<file path="src/rtl/timer_bank_pkg.sv">
// Shared types for the timer bank: register map, terminal modes, CTRL layout.
package timer_bank_pkg;

    typedef enum logic [1:0] {
        ADDR_CTRL     = 2'd0,
        ADDR_LOAD     = 2'd1,
        ADDR_COMPARE  = 2'd2,
        ADDR_PRESCALE = 2'd3
    } addr_e;

    // Encoding 2'b11 is reserved and is treated as wrap.
    typedef enum logic [1:0] {
        MODE_WRAP    = 2'd0,
        MODE_SAT     = 2'd1,
        MODE_ONESHOT = 2'd2
    } mode_e;

    // Bit layout matches the CTRL register: [4] irq_en, [3:2] mode, [1] down, [0] enable.
    typedef struct packed {
        logic  irq_en;
        mode_e mode;
        logic  down;
        logic  enable;
    } ctrl_t;

    localparam int CTRL_W = $bits(ctrl_t);

endpackage

</file>
<file path="src/rtl/timer_channel.sv">
// One timer channel: prescaler, up/down counter with terminal handling,
// compare-match pulse, sticky terminal flag and its own CTRL register.
module timer_channel
    import timer_bank_pkg::*;
#(
    parameter int CW = 32,
    parameter int PW = 16
) (
    input  logic          clk,
    input  logic          rst,
    input  logic          wr_sel,
    input  logic [1:0]    wr_addr,
    input  logic [CW-1:0] wr_data,
    input  logic          flag_clr,
    output logic [CW-1:0] count,
    output logic          match,
    output logic          term_flag,
    output logic          irq_src
);

    ctrl_t         ctrl;
    logic [CW-1:0] compare;
    logic [PW-1:0] prescale;
    logic [PW-1:0] pcnt;

    logic          ctrl_wr, load_wr, cmp_wr, pre_wr;
    logic          tick, at_term, hold_mode, terminal, moved;
    logic [CW-1:0] step_val, count_nxt;
    logic [PW-1:0] pcnt_nxt;

    // Next-state for counter and prescaler; a LOAD write pre-empts any step.
    always_comb begin
        ctrl_wr   = wr_sel && (wr_addr == ADDR_CTRL);
        load_wr   = wr_sel && (wr_addr == ADDR_LOAD);
        cmp_wr    = wr_sel && (wr_addr == ADDR_COMPARE);
        pre_wr    = wr_sel && (wr_addr == ADDR_PRESCALE);
        tick      = ctrl.enable && (pcnt == prescale);
        at_term   = ctrl.down ? (count == '0) : (count == '1);
        hold_mode = (ctrl.mode == MODE_SAT) || (ctrl.mode == MODE_ONESHOT);
        // Modular step also produces the wrap value at the terminal.
        step_val  = ctrl.down ? count - CW'(1) : count + CW'(1);
        terminal  = tick && at_term && !load_wr;
        moved     = tick && !load_wr && !(at_term && hold_mode);
        count_nxt = count;
        if (load_wr)
            count_nxt = wr_data;
        else if (moved)
            count_nxt = step_val;
        pcnt_nxt = pcnt + PW'(1);
        if (!ctrl.enable || load_wr || pre_wr || tick)
            pcnt_nxt = '0;
    end

    // Counter, prescale counter and match pulse.
    always_ff @(posedge clk or negedge rst) begin
        if (!rst) begin
            count <= '0;
            pcnt  <= '0;
            match <= 1'b0;
        end else begin
            count <= count_nxt;
            pcnt  <= pcnt_nxt;
            match <= moved && (count_nxt == compare);
        end
    end

    // Configuration registers; a CTRL write beats the one-shot self-disable.
    always_ff @(posedge clk or negedge rst) begin
        if (!rst) begin
            ctrl     <= '0;
            compare  <= '0;
            prescale <= '0;
        end else begin
            if (ctrl_wr)
                ctrl <= ctrl_t'(wr_data[CTRL_W-1:0]);
            else if (terminal && ctrl.mode == MODE_ONESHOT)
                ctrl.enable <= 1'b0;
            if (cmp_wr)
                compare <= wr_data;
            if (pre_wr)
                prescale <= PW'(wr_data);
        end
    end

    // Sticky terminal flag; a same-cycle terminal event beats the clear.
    always_ff @(posedge clk or negedge rst) begin
        if (!rst)
            term_flag <= 1'b0;
        else if (terminal)
            term_flag <= 1'b1;
        else if (flag_clr)
            term_flag <= 1'b0;
    end

    assign irq_src = term_flag && ctrl.irq_en;

endmodule

</file>
<file path="src/rtl/timer_bank.sv">
// Bank of independent timer channels with a shared write port and combined irq.
module timer_bank
    import timer_bank_pkg::*;
#(
    parameter  int NUM_CHANNELS        = 4,
    parameter  int COUNTER_BIT_WIDTH   = 32,
    parameter  int PRESCALER_BIT_WIDTH = 16,
    localparam int CH_W = (NUM_CHANNELS > 1) ? $clog2(NUM_CHANNELS) : 1
) (
    input  logic                                      clk,
    input  logic                                      rst,
    input  logic                                      wr_en,
    input  logic [CH_W-1:0]                           wr_ch,
    input  logic [1:0]                                wr_addr,
    input  logic [COUNTER_BIT_WIDTH-1:0]              wr_data,
    input  logic [NUM_CHANNELS-1:0]                   flag_clr,
    output logic [NUM_CHANNELS*COUNTER_BIT_WIDTH-1:0] count_out,
    output logic [NUM_CHANNELS-1:0]                   match,
    output logic [NUM_CHANNELS-1:0]                   term_flag,
    output logic                                      irq
);

    logic [NUM_CHANNELS-1:0][COUNTER_BIT_WIDTH-1:0] cnt;
    logic [NUM_CHANNELS-1:0]                        wr_sel;
    logic [NUM_CHANNELS-1:0]                        irq_src;

    // Channel selects that do not exist never match any index, so they are dropped.
    for (genvar i = 0; i < NUM_CHANNELS; i++) begin : g_ch
        assign wr_sel[i] = wr_en && (wr_ch == CH_W'(i));

        timer_channel #(
            .CW (COUNTER_BIT_WIDTH),
            .PW (PRESCALER_BIT_WIDTH)
        ) u_ch (
            .clk       (clk),
            .rst       (rst),
            .wr_sel    (wr_sel[i]),
            .wr_addr   (wr_addr),
            .wr_data   (wr_data),
            .flag_clr  (flag_clr[i]),
            .count     (cnt[i]),
            .match     (match[i]),
            .term_flag (term_flag[i]),
            .irq_src   (irq_src[i])
        );
    end

    // Packed array layout already places channel i at [i*W +: W].
    assign count_out = cnt;
    assign irq       = |irq_src;

endmodule

</file>
<file path="config.mk">
export PLATFORM = sky130hd
export DESIGN_NAME = timer_bank
export DESIGN_NICKNAME = d
export VERILOG_FILES = /design/src/rtl/timer_bank_pkg.sv /design/src/rtl/timer_channel.sv /design/src/rtl/timer_bank.sv
export SDC_FILE = /design/constraint.sdc
export NUM_CORES = 1
export LEC_CHECK = 0
export ABC_AREA = 1
export BUFFER_PORTS_ARGS = -buffer_cell sky130_fd_sc_hd__buf_4
export CAP_MARGIN = 20
export CORE_ASPECT_RATIO = 1.1
export CORE_MARGIN = 4
export CORE_UTILIZATION = 35
export DETAILED_ROUTE_END_ITERATION = 7
export PLACE_DENSITY = 0.55
export SYNTH_ARGS = -nofsm -noshare
export SYNTH_HDL_FRONTEND = slang
export SYNTH_SLANG_ARGS = --single-unit
export TNS_END_PERCENT = 10
</file>
<file path="constraint.sdc">
create_clock -name clk -period 8.8 [get_ports clk]
set_clock_uncertainty 0.2 [all_clocks]
set_input_delay 0.88 -clock clk [delete_from_list [all_inputs] [get_ports clk]]
set_output_delay 0.88 -clock clk [all_outputs]
set_load 0.02 [all_outputs]
</file>
# ---- Word level (Yosys, flattened, before mapping)
# Cells that the tools add are included.
dict set report totals {
  ff_bits 412
  inputBits 43
}
dict set report op_classes {
  addsub 12
  n_eq_ne 26
  n_mux 36
  reduce_logical 99
}
# operator n
set ops {}
lappend ops {{2-to-1 mux 32 bit} 12}
lappend ops {{adder 32 x 1 -> 32 bit, second input constant} 4}
lappend ops {{== test 32 bit} 4}
lappend ops {{== test 32 bit, second input constant} 4}
lappend ops {{logical NOT 32 bit} 4}
lappend ops {{subtractor 32 x 1 -> 32 bit, second input constant} 4}
lappend ops {{adder 16 x 1 -> 16 bit, second input constant} 4}
lappend ops {{== test 16 bit} 4}
lappend ops {{2-to-1 mux 16 bit} 4}
lappend ops {{logical AND 1 bit} 56}
lappend ops {{2-to-1 mux 1 bit} 20}
lappend ops {{== test 2 bit, second input constant} 8}
lappend ops {{logical OR 1 bit} 16}
lappend ops {{nonzero test 2 bit} 8}
lappend ops {{== test 2 x 1 -> 1 bit, second input constant} 6}
lappend ops {{logical NOT 1 bit} 12}
lappend ops {{logical NOT 2 bit} 2}
lappend ops {{OR reduction 4 bit} 1}

# ---- Depth between registers and ports, before layout
# Gate-level depths: netlist of run 1.
dict set report logic_depth {
  word_depth 10
  mapped_depth 23
}

# ---- Modules after synthesis
# From an unflattened synthesis of run 1, not the netlist that was laid out.
dict set report unflattened {
  hier_cells 5317
  area_unflattened_um2 32517.4
}
# module n_inst cells_per_inst area_each_um2 seq_area_each_um2
set by_module_without_submodules {}
lappend by_module_without_submodules {{timer_channel at g_ch[1].u_ch ...} 2 1346 8207.9 2577.5}
lappend by_module_without_submodules {{timer_channel at g_ch[2].u_ch} 1 1337 8145.3 2577.5}
lappend by_module_without_submodules {{timer_channel at g_ch[0].u_ch} 1 1277 7915.1 2577.5}
lappend by_module_without_submodules {timer_bank 1 11 41.3 0.0}

# ---- Worst setup path after synthesis of run 1
# Ideal clock, no wire load.
dict set report synth_path {
  path_kind {register to register}
  start {register g_ch[3].u_ch.ctrl[1] (netlist bit)}
  end {register g_ch[3].u_ch.match}
  setup_time_ns 0.071
  arrival_ns 2.803
  required_time_ns 8.529
  path_slack_ns 5.725
  stages_incl_launch_ff 20
  n_path_buf 0
  synth_period_minus_slack_ns 3.075
  path_cell_list {dfrtp_1 -> ha_1 -> a21oi_1 -> nand2_1 -> nand2_1 -> nand2_1 -> nand2_1 -> nand2_1 -> nand3_1 -> o21ai_0 -> or2_2 -> nand3_1 -> nand2_1 -> nand2_1 -> inv_1 -> nand2_1 -> nand2_1 -> nor2_1 -> nand3_1 -> nor2_1}
}
dict set report synth_between {
  elab_chain_len 8
}
# item line
set synth_lines {}
lappend synth_lines {{start: declaration} timer_channel.sv:21} ;# ctrl_t ctrl;
lappend synth_lines {{start signal: assignment} timer_channel.sv:75} ;# ctrl <= ctrl_t'(wr_data[CTRL_W-1:0]);
lappend synth_lines {{2-to-1 mux 1 bit} timer_channel.sv:38} ;# at_term = ctrl.down ? (count == '0) : (count == '1);
lappend synth_lines {{logical AND 1 bit} timer_channel.sv:43} ;# moved = tick && !load_wr && !(at_term && hold_mode);
lappend synth_lines {{logical NOT 1 bit} timer_channel.sv:43}
lappend synth_lines {{logical AND 1 bit} timer_channel.sv:43}
lappend synth_lines {{2-to-1 mux 32 bit (*)} timer_channel.sv:47} ;# else if (moved)
lappend synth_lines {{2-to-1 mux 32 bit (*)} timer_channel.sv:45} ;# if (load_wr)
lappend synth_lines {{named net g_ch[3].u_ch.count_nxt[25]} timer_channel.sv:28} ;# logic [CW-1:0] step_val, count_nxt;
lappend synth_lines {{== test 32 bit (*)} timer_channel.sv:63} ;# match <= moved && (count_nxt == compare);
lappend synth_lines {{logical AND 1 bit (*)} timer_channel.sv:63}
lappend synth_lines {{end signal: assignment} timer_channel.sv:63}
lappend synth_lines {{end: declaration} timer_channel.sv:16} ;# output logic match,
# The timed path passes the listed nets; every way through them passes the cells marked *.
# A chain may end at the register's enable or synchronous reset.

# ---- Final worst setup path of run 1
dict set report layout_path {
  start {register g_ch[0].u_ch.ctrl[1] (netlist bit)}
  end {register g_ch[0].u_ch.match}
}
dict set report layout_between {
  elab_chain_len 8
}
# item line
set layout_lines {}
lappend layout_lines {{start: declaration} timer_channel.sv:21}
lappend layout_lines {{start signal: assignment} timer_channel.sv:75}
lappend layout_lines {{2-to-1 mux 1 bit} timer_channel.sv:38}
lappend layout_lines {{logical AND 1 bit} timer_channel.sv:43}
lappend layout_lines {{logical NOT 1 bit} timer_channel.sv:43}
lappend layout_lines {{logical AND 1 bit} timer_channel.sv:43}
lappend layout_lines {{2-to-1 mux 32 bit} timer_channel.sv:47}
lappend layout_lines {{2-to-1 mux 32 bit} timer_channel.sv:45}
lappend layout_lines {{== test 32 bit} timer_channel.sv:63}
lappend layout_lines {{logical AND 1 bit (*)} timer_channel.sv:63}
lappend layout_lines {{end signal: assignment} timer_channel.sv:63}
lappend layout_lines {{end: declaration} timer_channel.sv:16}
# Mark *: on every way between the ends. The rest lies on a longest branch, timed or not.

==> impl_metrics.csv, run 1 <==
group,metric,value,unit
outcome,status,"completed",
global_routing,overflow,0,
global_routing,grt_pass1_vias,32565,
setup_path,path_class,"flop to flop",
clock_network,path_clk_slew,0.07,ns
die,die_w,300,um
power,power_frac_comb,0.493,
power,p_int,5.38,mW
power,ir_drop,0.000173,V
place,dp_cells,6594,
timing,rsz0062_at_grt,"false",
power,p_seq_frac,0.299,
min_path,hp-class,"input port to asynchronous set/reset pin",
setup_path,reg2reg_slack,5.00,ns
place,port-buffer-count,179,
final_layout,fillCellCount,10033,
flow_run,drv_cap,0,
clock_network,clockBufferDepth,3,
power,pwr-share-clk,0.207,
setup_path,rr_endpoint,"g_ch[0].u_ch.match$_DFF_PN0_",
power,p_sw,5.09,mW
routing,drtIter0Drc,2715,
timing,worstMarginPinSlew,1.04,ns
final_layout,final_util,0.400,
yosys,synth_seq_cells,412,
clock_network,clkSinkCount,412,
global_routing,track_usage,0.252,
setup_path,cp_data_arrival_time,4.12,ns
clock_network,h-tree-depth,2,
timing,finalCritPeriodShare,0.431,
place,dpl_worst_slack,4.66,ns
timing,setup_viol,0,
yosys,yosys-top-cells-area,"dfrtp_1 32%, nand2_1 21%, inv_1 7.5%",
yosys,synthArstFlopShare,1.00,
yosys,syn_area,32700,um^2
die,io_pins,180,
power,p_per_area,282,nW/um^2
setup_path,r2r_cells,21,
timing,fin_crit,3.80,ns
setup_path,reg2reg_from,"g_ch[0].u_ch.ctrl[1]$_DFFE_PN0P_",
routing,dr_total_vias,34299,
yosys,yosys_warnings,0,
clock_network,cts_resized,0,
power,finalPower,10.5,mW
final_layout,finalNetCount,5573,
yosys,syn_nets,5414,
routing,firstDrtPassIters,6,
die,dieHeight,329,um
timing,slew_violations,0,
power,total_leakage_power,18.9,nW
yosys,synth_top_area_frac,0.315,
power,swShare,0.486,
timing,setup_ws,5.00,ns
clock_network,hold_buffers,0,
place,place_hpwl,96.8,mm
clock_network,cts_tree,"built",
final_layout,drive_above_1_share,0.0745,
final_layout,antennaDiodeCount,0,
routing,drc_errors,0,
yosys,synth_edf_count,0,
routing,detail_route.wl_per_cell,18.9,um
global_routing,grt_first_pass_wirelength,193,mm
clock_network,clk_latency,0.60,ns
die,dieArea,98400,um^2
timing,fin_tns_setup,0,ns
timing,hold_viol,0,
setup_path,crit_path_start,"g_ch[0].u_ch.ctrl[1]$_DFFE_PN0P_",
global_routing,grt_antenna_before_repair,11,
setup_path,critPathRequiredTime,9.13,ns
routing,drtAntennaViolNets,0,
setup_path,end_kind,"flop",
final_layout,stdcell_count,6685,
timing,maxSlewHeadroom,0.307,
routing,vias_per_cell,5.13,
die,initial_utilization,0.353,
yosys,synth_ff_type,"dfrtp_1",
global_routing,grt_max_degree,131,
yosys,postSynthCellCount,5239,
die,rows,117,
final_layout,most-common-layout-cells,"1,800 x nand2_1, 650 x inv_1, 605 x nor2_1",
yosys,ys_types,54,
yosys,synth.avg_cell_area,6.24,um^2
final_layout,area_growth,13.4,%
timing,max_freq,263,MHz
clock_network,clock-root-buffer,"clkbuf_16",
yosys,ys_seq_area_frac,0.315,
routing,drt-total-wl,126,mm
final_layout,layout_commonest_cell,"nand2_1",
place,gp_congestion,0.937,
clock_network,cts_made_buffers,48,
setup_path,path_max_fanout,37,
clock_network,post_cts_buffers,0,
setup_path,start_kind,"flop",
yosys,synth_top_area_cell,"dfrtp_1",
die,core_area,92700,um^2
==> metal layers <==
metal	track usage	wire length, um	part of all wire
met1	0.339	56000	0.44
met2	0.423	58500	0.46
met3	0.0252	6810	0.054
met4	0.0879	4930	0.039
met5	0	32	0.00025
==> cell families after synthesis <==
| logic type | after synthesis | share of synthesized area |
|---|---|---|
| simple gates | 3228 | 0.421 |
| buf+inv | 782 | 0.0943 |
| compound gates | 616 | 0.0994 |
| flops | 412 | 0.315 |
| fa+ha+maj | 132 | 0.0514 |
| xor+xnor | 69 | 0.0185 |
==> per-stage QoR <==
stage / hold WS [ns] / instance area [um^2]
after detailed placement: 0.273 / 35300
after CTS: 0.108 / 37000
final: 0.0988 / 37100
after global routing: 0.151 / 37100
after global placement: 0.265 / 35300
after floorplan: 0.253 / 32700
==> power groups by stage <==
stage / combinational, mW / clock, mW / sequential (mW)
final: 5.17 / 2.17 / 3.13
after global routing: 5.83 / 2.29 / 3.19
after CTS: 5.14 / 2.22 / 3.11
after detailed placement: 5.10 / 0 / 3.14
after global placement: 5.10 / 0 / 3.15
after floorplan: 3.36 / 0 / 3.03
==> layout make-up <==
class / instances / area (um^2) / area share
Multi-Input combinational cell: 4045 / 19300 / 0.521
Sequential cell: 412 / 10300 / 0.278
Inverter: 685 / 2580 / 0.0695
Timing Repair Buffer: 206 / 1600 / 0.0432
Tap cell: 1249 / 1560 / 0.0421
Clock buffer: 57 / 1320 / 0.0355
Clock inverter: 31 / 387 / 0.0104
==> cell usage after synthesis (5+ instances only) <==
cell type / count
nand3b_1: 84
o21ai_0: 359
nand2_2: 25
a21o_1: 7
dfrtp_1: 412
nand4_1: 82
xnor2_1: 25
o21ai_1: 17
buf_4: 9
nor2_4: 6
buf_6: 9
and2_1: 6
nor3_2: 5
nor4_1: 15
nor3_1: 116
a21oi_1: 184
nand2_4: 7
a31oi_1: 6
inv_2: 33
o21ai_2: 7
nor3b_1: 34
nand3_1: 416
nor2_2: 7
inv_1: 650
nor2_1: 606
o21bai_1: 13
o21a_1: 10
clkbuf_1: 60
nand2_1: 1804
buf_2: 13
xor2_1: 44
ha_1: 128
==> worst max path at each step <==
stage,endpoint,cells after the start
floorplan,g_ch[3].u_ch.match$_DFF_PN0_,19
global placement,g_ch[1].u_ch.match$_DFF_PN0_,18
detailed placement,g_ch[1].u_ch.match$_DFF_PN0_,18
CTS,g_ch[0].u_ch.match$_DFF_PN0_,21
global route,g_ch[0].u_ch.match$_DFF_PN0_,21
finish,g_ch[0].u_ch.match$_DFF_PN0_,21
==> flip-flops by register name (all words and copies together), names as in the netlist <==
name	flops
g_ch.u_ch.pcnt	64
g_ch.u_ch.prescale	64
g_ch.u_ch.match	4
g_ch.u_ch.ctrl	20
g_ch.u_ch.compare	128
g_ch.u_ch.term_flag	4
g_ch.u_ch.count	128
==> worst max-delay path, cell delays in order (launching register included) <==
cell	delay (ns)
dfrtp_1	0.32
buf_4	0.37
inv_1	0.15
nor2_2	0.16
nand4_1	0.16
nor2_1	0.14
nand2_1	0.05
nand2_1	0.25
nand2_4	0.17
nand2_4	0.38
inv_4	0.19
nand2_1	0.12
nand3b_1	0.16
nand2_1	0.10
nand2_1	0.05
inv_1	0.05
nand2_1	0.05
nor2_1	0.08
nand2_1	0.08
nor2_1	0.24
nand3_1	0.11
nor2_1	0.10
Power figures use the tool's default switching activity.
==> run 2: changes to the inputs <==
==> constraint.sdc (replaced) <==
create_clock -name clk -period 3.7 [get_ports clk]
set_clock_uncertainty 0.2 [all_clocks]
set_input_delay 0.37 -clock clk [delete_from_list [all_inputs] [get_ports clk]]
set_output_delay 0.37 -clock clk [all_outputs]
set_load 0.02 [all_outputs]
==> run 2 against run 1 <==
Global-route usage grew 0.44 points. Power is 140% higher. Die area did not move. Non-clock buffer count is 90 higher. Wire length increased by 1.4%. Final cell count rose by 1.4%. Largest cell class unchanged.
==> impl_metrics.csv, run 2 (synthesized netlist as in run 1, its figures left out) <==
group,metric,value,unit
die,io_pins,180,
clock_network,post_cts_buffers,0,
place,place_hpwl,99.6,mm
timing,worstMarginPinSlew,0.815,ns
setup_path,end_kind,"flop",
setup_path,path_max_fanout,16,
timing,hold_viol,0,
die,rows,117,
setup_path,cp_data_arrival_time,3.77,ns
power,ir_drop,0.000328,V
clock_network,path_clk_slew,0.06,ns
timing,fin_crit,3.44,ns
setup_path,max_stage_delay,0.46,ns
final_layout,drive_above_1_share,0.0836,
final_layout,multi_input_area,19300,um^2
routing,drtAntennaViolNets,0,
power,total_leakage_power,19.3,nW
die,core_area,92700,um^2
place,dpl_worst_slack,0.0684,ns
min_path,hp-class,"input port to asynchronous set/reset pin",
setup_path,path_delay_family,"simple AND/OR/NAND/NOR gates",
clock_network,clock-root-buffer,"clkbuf_16",
routing,drt-total-wl,128,mm
setup_path,critPathRequiredTime,4.03,ns
final_layout,fillCellCount,10076,
setup_path,start_kind,"flop",
global_routing,grt_first_pass_wirelength,196,mm
clock_network,cts_tree,"built",
routing,drc_errors,0,
global_routing,track_usage,0.256,
setup_path,cp_num_buf_inv,3,
clock_network,clk_latency,0.60,ns
setup_path,crit_chain,"buf_4 -> buf_4 -> ha_1 -> nand2_1 -> nor2_1 -> inv_1 -> nor4_4 -> nand3_1 -> nand2_1 -> xor2_1 -> o21ai_0 -> nand2_1 -> nand2_1 -> nand2_1 -> nor2_1 -> nand3_1 -> nor2_1",
timing,setup_ws,0.255,ns
timing,setup_viol,0,
timing,rsz0062_at_grt,"true",
clock_network,h-tree-depth,2,
timing,finalCritPeriodShare,0.931,
routing,vias_per_cell,5.03,
clock_network,cts_made_buffers,49,
routing,dr_total_vias,34131,
clock_network,clockBufferDepth,3,
setup_path,path_class,"flop to flop",
timing,whs,0.200,ns
place,gp_congestion,0.943,
setup_path,critical-path-slowest-cell,"dfrtp_1",
routing,detail_route.wl_per_cell,18.9,um
place,port-buffer-count,179,
final_layout,final_util,0.408,
outcome,status,"completed",
global_routing,grt_pass1_vias,32749,
power,p_per_area,658,nW/um^2
final_layout,most-common-layout-cells,"1,800 x nand2_1, 650 x inv_1, 605 x nor2_1",
die,dieArea,98400,um^2
routing,firstDrtPassIters,6,
die,initial_utilization,0.353,
final_layout,top_regs,"g_ch.u_ch.compare: 128 flops, g_ch.u_ch.count: 128 flops",
final_layout,layout_commonest_cell,"nand2_1",
global_routing,grt_antenna_before_repair,6,
timing,slew_violations,0,
die,die_w,300,um
final_layout,finalNetCount,5664,
global_routing,overflow,0,
flow_run,drv_cap,0,
final_layout,regArea,10300,um^2
routing,drtIter0Drc,2898,
final_layout,area_growth,15.7,%
die,dieHeight,329,um
global_routing,grt_max_degree,84,
timing,max_freq,290,MHz
clock_network,clkSinkCount,412,
timing,fin_tns_setup,0,ns
timing,maxSlewHeadroom,0.456,
setup_path,crit_top_cell,"nand2_1",
run 2: cell count changes in the layout (fill, tap and decap cells not counted), sizes merged:
cell and delta:
buf +58, clkinv -1, clkbuf +8, inv -1
bufinv -4, dlygate4sd3 +32, diode +3
run 2: worst reg2reg max path, cell delays in order, from the launching register on:
cell	delay, ns
dfrtp_1	0.46
buf_4	0.24
buf_4	0.20
ha_1	0.40
nand2_1	0.13
nor2_1	0.16
inv_1	0.11
nor4_4	0.21
nand3_1	0.18
nand2_1	0.15
xor2_1	0.11
o21ai_0	0.26
nand2_1	0.11
nand2_1	0.07
nand2_1	0.04
nor2_1	0.15
nand3_1	0.10
nor2_1	0.11
run 2: worst paths after layout:
check / from / to / slack (ns) / depth (start not counted)
max in group asynchronous: rst / g_ch[0].u_ch.pcnt[2]$_DFF_PN0_ / 2.12 / 4
setup reg to reg: g_ch[2].u_ch.ctrl[1]$_DFFE_PN0P_ / g_ch[2].u_ch.match$_DFF_PN0_ / 0.26 / 17
setup / recovery: g_ch[2].u_ch.ctrl[1]$_DFFE_PN0P_ / g_ch[2].u_ch.match$_DFF_PN0_ / 0.26 / 17
hold / removal: rst / g_ch[0].u_ch.match$_DFF_PN0_ / 0.20 / 2
min in group clk: wr_data[28] / g_ch[1].u_ch.compare[28]$_DFFE_PN0P_ / 0.21 / 3
hold reg to reg: g_ch[1].u_ch.pcnt[0]$_DFF_PN0_ / g_ch[1].u_ch.pcnt[0]$_DFF_PN0_ / 0.28 / 1
run 2: routing by layer:
layer,track usage,vias to the layer above,wire length [um]
li1,-,17298,-
met1,0.344,15815,57600
met2,0.435,827,59900
met3,0.0281,191,6130
met4,0.0774,0,4300
met5,0,-,0
run 2: power by group:
| part | total (mW) | internal, mW | switching (mW) |
|---|---|---|---|
| Sequential | 7.27 | 5.47 | 1.80 |
| Clock | 4.98 | 2.88 | 2.10 |
| Combinational | 12.6 | 4.42 | 8.21 |
| Total | 24.9 | 12.8 | 12.1 |
run 2: cell type report:
class,instances,share of cell area
Multi-Input combinational cell,4045,0.511
Clock buffer,65,0.0370
Sequential cell,412,0.272
Antenna cell,3,0.000198
Timing Repair Buffer,296,0.0634
Tap cell,1249,0.0413
Clock inverter,25,0.00632
Inverter,685,0.0681
run 2: per-stage QoR:
step / area (um^2) / power, mW / cells
2_1_floorplan: 32700 / 15.2 / 5239
3_3_place_gp: 35800 / 19.8 / 6654
3_5_place_dp: 35800 / 19.8 / 6654
4_1_cts: 37800 / 24.9 / 6776
5_1_grt: 37800 / 27.0 / 6777
6_report: 37800 / 24.9 / 6780
run 2: repair_timing:
item                                    CTS  global route
endpoints found under the setup margin    0             3
hold buffers                             32             0
hold endpoints to repair                142             0
gates resized for setup                   0             4
